### config.mk
export PLATFORM = sky130hd
export DESIGN_NAME = regfile_wb_sched_flat
export DESIGN_NICKNAME = d
export VERILOG_FILES = /design/src/rtl/regfile_wb_sched_if.sv /design/src/rtl/regfile_wb_sched.sv /design/src/flat_wrapper.sv
export SDC_FILE = /design/constraint.sdc
export NUM_CORES = 1
export LEC_CHECK = 0
export ABC_CLOCK_PERIOD_IN_PS = 1200
export CORE_AREA = 4 4 79 63
export DETAILED_ROUTE_END_ITERATION = 7
export DIE_AREA = 0 0 83 67
export GPL_ROUTABILITY_DRIVEN = 0
export PLACE_DENSITY = 0.75
export SLEW_MARGIN = 20
export SYNTH_ARGS = -nofsm -noshare
export SYNTH_HDL_FRONTEND = slang
export SYNTH_SLANG_ARGS = --single-unit
export TNS_END_PERCENT = 100
### constraint.sdc
create_clock -name clk -period 1.2 [get_ports clk]
set_clock_uncertainty 0.15 [all_clocks]
set_input_delay 0.12 -clock clk [delete_from_list [all_inputs] [get_ports clk]]
set_output_delay 0.12 -clock clk [all_outputs]
set_load 0.1 [all_outputs]
### src/rtl/regfile_wb_sched_if.sv
// regfile_wb_sched_if: writeback requests, issue/decode sideband and register-file write port
interface regfile_wb_sched_if;
  logic        alu_valid, alu_ready, lsu_valid, lsu_ready;
  logic [4:0]  alu_rd, lsu_rd;
  logic [31:0] alu_data, lsu_data;
  logic        iss_valid, stall, we_rd;
  logic [4:0]  iss_rd, rs1_addr, rs2_addr, a_rd;
  logic [31:0] d_rd;
  modport master (
    output alu_valid, alu_rd, alu_data, lsu_valid, lsu_rd, lsu_data,
           iss_valid, iss_rd, rs1_addr, rs2_addr,
    input  alu_ready, lsu_ready, stall, a_rd, d_rd, we_rd
  );
  modport slave (
    input  alu_valid, alu_rd, alu_data, lsu_valid, lsu_rd, lsu_data,
           iss_valid, iss_rd, rs1_addr, rs2_addr,
    output alu_ready, lsu_ready, stall, a_rd, d_rd, we_rd
  );
endinterface

### src/rtl/regfile_wb_sched.sv
// regfile_wb_sched: round-robin ALU/LSU writeback arbiter driving the register-file write port;
// define WBSCHED_SCOREBOARD_EN to add the busy scoreboard and decode stall.
module regfile_wb_sched (
  input  logic              clk,
  input  logic              resetb,
  regfile_wb_sched_if.slave wb
);
  logic        last_lsu_q, last_lsu_d;
  logic        gnt_alu, gnt_lsu, we;
  logic [4:0]  g_rd;
  logic [31:0] g_data;
  always_comb begin
    gnt_alu    = resetb && wb.alu_valid && (!wb.lsu_valid || last_lsu_q);
    gnt_lsu    = resetb && wb.lsu_valid && !gnt_alu;
    g_rd       = gnt_alu ? wb.alu_rd : wb.lsu_rd;
    g_data     = gnt_alu ? wb.alu_data : wb.lsu_data;
    we         = (gnt_alu || gnt_lsu) && g_rd != 5'd0;
    last_lsu_d = (wb.alu_valid && wb.lsu_valid) ? gnt_lsu : last_lsu_q;
  end
  always_ff @(posedge clk) last_lsu_q <= !resetb ? 1'b1 : last_lsu_d;
  assign wb.alu_ready = gnt_alu;
  assign wb.lsu_ready = gnt_lsu;
  assign wb.we_rd     = we;
  assign wb.a_rd      = we ? g_rd : 5'd0;
  assign wb.d_rd      = we ? g_data : 32'd0;
`ifdef WBSCHED_SCOREBOARD_EN
  logic [31:1] busy_q, busy_d;
  logic [31:0] busy_v;
  logic        stall, set_en;
  // a source whose write lands this cycle is forwarded by the register file
  always_comb begin
    busy_v = {busy_q, 1'b0};
    stall  = resetb && ((busy_v[wb.rs1_addr] && !(we && g_rd == wb.rs1_addr)) ||
                        (busy_v[wb.rs2_addr] && !(we && g_rd == wb.rs2_addr)));
    set_en = wb.iss_valid && !stall;
    for (int i = 1; i < 32; i++)
      busy_d[i] = (set_en && wb.iss_rd == 5'(i)) || (busy_q[i] && !(we && g_rd == 5'(i)));
  end
  always_ff @(posedge clk) busy_q <= !resetb ? '0 : busy_d;
`else
  logic stall, unused_sb;
  assign stall     = 1'b0;
  assign unused_sb = ^{wb.iss_valid, wb.iss_rd, wb.rs1_addr, wb.rs2_addr};
`endif
  assign wb.stall = stall;
endmodule
### src/flat_wrapper.sv
// flat-port wrapper written by rule: the top's interface ports become plain ports
module regfile_wb_sched_flat 
  (clk, resetb, wb_alu_valid, wb_alu_rd, wb_alu_data, wb_lsu_valid, wb_lsu_rd, wb_lsu_data, wb_iss_valid, wb_iss_rd, wb_rs1_addr, wb_rs2_addr, wb_alu_ready, wb_lsu_ready, wb_stall, wb_a_rd, wb_d_rd, wb_we_rd);
  regfile_wb_sched_if wb_i ();
  input  logic clk;
  input  logic resetb;
  input wire logic [$bits(wb_i.alu_valid)-1:0] wb_alu_valid;
  input wire logic [$bits(wb_i.alu_rd)-1:0] wb_alu_rd;
  input wire logic [$bits(wb_i.alu_data)-1:0] wb_alu_data;
  input wire logic [$bits(wb_i.lsu_valid)-1:0] wb_lsu_valid;
  input wire logic [$bits(wb_i.lsu_rd)-1:0] wb_lsu_rd;
  input wire logic [$bits(wb_i.lsu_data)-1:0] wb_lsu_data;
  input wire logic [$bits(wb_i.iss_valid)-1:0] wb_iss_valid;
  input wire logic [$bits(wb_i.iss_rd)-1:0] wb_iss_rd;
  input wire logic [$bits(wb_i.rs1_addr)-1:0] wb_rs1_addr;
  input wire logic [$bits(wb_i.rs2_addr)-1:0] wb_rs2_addr;
  output wire logic [$bits(wb_i.alu_ready)-1:0] wb_alu_ready;
  output wire logic [$bits(wb_i.lsu_ready)-1:0] wb_lsu_ready;
  output wire logic [$bits(wb_i.stall)-1:0] wb_stall;
  output wire logic [$bits(wb_i.a_rd)-1:0] wb_a_rd;
  output wire logic [$bits(wb_i.d_rd)-1:0] wb_d_rd;
  output wire logic [$bits(wb_i.we_rd)-1:0] wb_we_rd;
  assign wb_i.alu_valid = wb_alu_valid;
  assign wb_i.alu_rd = wb_alu_rd;
  assign wb_i.alu_data = wb_alu_data;
  assign wb_i.lsu_valid = wb_lsu_valid;
  assign wb_i.lsu_rd = wb_lsu_rd;
  assign wb_i.lsu_data = wb_lsu_data;
  assign wb_i.iss_valid = wb_iss_valid;
  assign wb_i.iss_rd = wb_iss_rd;
  assign wb_i.rs1_addr = wb_rs1_addr;
  assign wb_i.rs2_addr = wb_rs2_addr;
  assign wb_alu_ready = wb_i.alu_ready;
  assign wb_lsu_ready = wb_i.lsu_ready;
  assign wb_stall = wb_i.stall;
  assign wb_a_rd = wb_i.a_rd;
  assign wb_d_rd = wb_i.d_rd;
  assign wb_we_rd = wb_i.we_rd;
  regfile_wb_sched u_core (.clk(clk), .resetb(resetb), .wb(wb_i));
endmodule
==> flow_metrics.tcl <==
set metrics [dict create \
    postSynthAreaPerCell_um2 5.21 \
    crit_type "in2out" \
    p_leak_nw 1.47 \
    ioPinCount 135 \
    use_met1_pct 29.3 \
    netlist.area_leader.share_pct 41.3 \
    core_area_um2 4260 \
    largestRegisters "u_core.last_lsu_q (1)" \
    grt_start_max_net_pins 22 \
    grt_usage_pct 25.5 \
    status "complete, but fails checks" \
    vias_per_cell 5.61 \
    fin_cells 347 \
    vdd_drop_max_mv 0.488 \
    final_nets 386 \
    initial_core_util_pct 18.2 \
    met3_usage_pct 3.96 \
    endpoint_kind "primary output" \
    regMostFlops "u_core.last_lsu_q" \
    first_pass_iters 4 \
    hold_viol_final 0 \
    die_x_um 83 \
    fin_crit_ns 1.67 \
    final_max_slew_viol_count 0 \
    hold_path_class "in2reg" \
    largest_reg_flops 1 \
    syn_area_um2 776 \
    rows 21 \
    hpwl_mm 4.26 \
    violations "setup timing" \
    synth_area_leaders "nand3_1 41%, a21oi_1 25%, buf_6 5.8%, nand2_1 5.8%, buf_2 5.2%" \
    worst_ep_arrival_time_ns 1.40 \
    place_area_um2 3230 \
    rsz0062_at_grt "true" \
    die_area_um2 5560 \
    wire_per_inst_um 27.3 \
    synth_most_common_cell "nand3_1" \
    hold_buffers 0 \
    area_growth_pct 420 \
    worstRegToRegCells 3 \
    ys_top_cells_by_count "64 x nand3_1, 38 x a21oi_1, 12 x nand2_1" \
    grt_pass1_wl_mm 11.4 \
    design_area_um2 4040 \
    grt_overflow_total 0 \
    clkTransAtPathRegs_ns 0 \
    dp_slack_ns -0.775 \
    first_global_vias 2091 \
    ys.flop_type "dfxtp_1" \
    hold_slack_ns 0.364 \
    drt_wl_total_mm 9.47 \
    yosysTopAreaCell "nand3_1" \
    syn_nets 243 \
    met2_usage_pct 49.7 \
    crit_required_ns 0.93 \
    synth_edf_count 0 \
    clk_latency_ns 0 \
    synth_warnings 0 \
    start_kind "primary input" \
    finalSetupViolations 40 \
    drcViolationCount 0 \
    ys_types 16 \
    max_freq_ghz 0.598 \
    num_vias 1947 \
    ys_seq_area_share_pct 2.58 \
    path_max_fanout 15 \
    die_height_um 67 \
    period_share_pct 139 \
    synth_cells 149 \
    io_buffers 117 \
    fin_ws_ns -0.473 \
    drv_cap 0 \
    drive_above_1_share_pct 71.4 \
    async_flop_share_pct 0 \
    grt.busiest_layer "met2" \
    antennaDiodeCount 0 \
    drtAntennaViolNets 0 \
    drt-initial-drc-count 71 \
    p_per_area_nw_per_um2 551 \
    placedCellCount 328 \
    fill_cells 99 \
    antenna_found_initial 0 \
    hold_depth 3 \
    ys_seq_elements 1 \
]
## per-stage QoR
step | setup TNS [ns] | total power [mW] | utilization [%]
CTS | -14.97 | 2.11 | 90.7
global placement | -26.97 | 1.89 | 75.9
global route | -18.00 | 2.27 | 94.9
detailed placement | -28.93 | 1.91 | 75.9
finish | -16.58 | 2.22 | 94.9
floorplan | -19.94 | 1.13 | -
## critical path: stages
cell and delay [ns]:
clkdlybuf4s15_1 0.22, nor2_1 0.09, nand2_2 0.17, buf_12 0.21, nand3_1 0.17, a21oi_4 0.21
buf_12 0.19
## logic make-up (layout without fill, tap and decap cells)
logic type / Yosys count / in the layout / synth area share, %
AND/OR/NAND/NOR: 85 / 85 / 52.6
AO/OA/AOI/OAI: 41 / 41 / 28.5
buffers and inverters: 21 / 162 / 15.8
other: 1 / 1 / 0.483
flip-flops: 1 / 1 / 2.58
## layer usage
layer  routed length [um]  vias up
met1                 3430      957
met4                  426        0
met2                 4950      126
met3                  668       30
met5                    0        -
li1                     -      834
## final timing paths
path	startpoint	slack, ns	end
max	wb_alu_rd[4]	-0.47	wb_d_rd[26]
min	resetb	0.36	u_core.last_lsu_q$_SDFFE_PN1P_
max reg2reg	u_core.last_lsu_q$_SDFFE_PN1P_	0.20	u_core.last_lsu_q$_SDFFE_PN1P_
min reg2reg	u_core.last_lsu_q$_SDFFE_PN1P_	0.54	u_core.last_lsu_q$_SDFFE_PN1P_
## cells in the final DEF (no fill, tap or decap), types with 4 or more instances in the layout
cell and count:
nand3_2 22, buf_12 53, buf_2 4, a21oi_4 37
clkbuf_16 5, nand3_4 36, clkdlybuf4s50_1 64, nand3_1 6
buf_6 8, nand2_4 6, buf_4 13
## power breakdown
| part | leakage, nW | internal [mW] | switching [mW] |
|---|---|---|---|
| registers | 0.00794 | 0.0368 | 0.00259 |
| logic | 1.46 | 0.902 | 1.28 |
| clock network | 0 | 0 | 0 |
| total | 1.47 | 0.939 | 1.29 |
## repair_timing
action	in CTS	in global routing
gates resized for setup	102	37
pin swaps	35	19
setup endpoints to repair	41	40
buffers inserted	11	1
cloned	6	5
## area by class of cell
cell class / instances / area (um^2) / area share (%)
Multi-Input combinational cell: 127 / 1720 / 42.5
Sequential cell: 1 / 21.3 / 0.527
Tap cell: 57 / 71.3 / 1.77
Timing Repair Buffer: 160 / 2210 / 54.7
Inverter: 2 / 20.0 / 0.496
No activity file was read; power rests on OpenSTA's default activity.
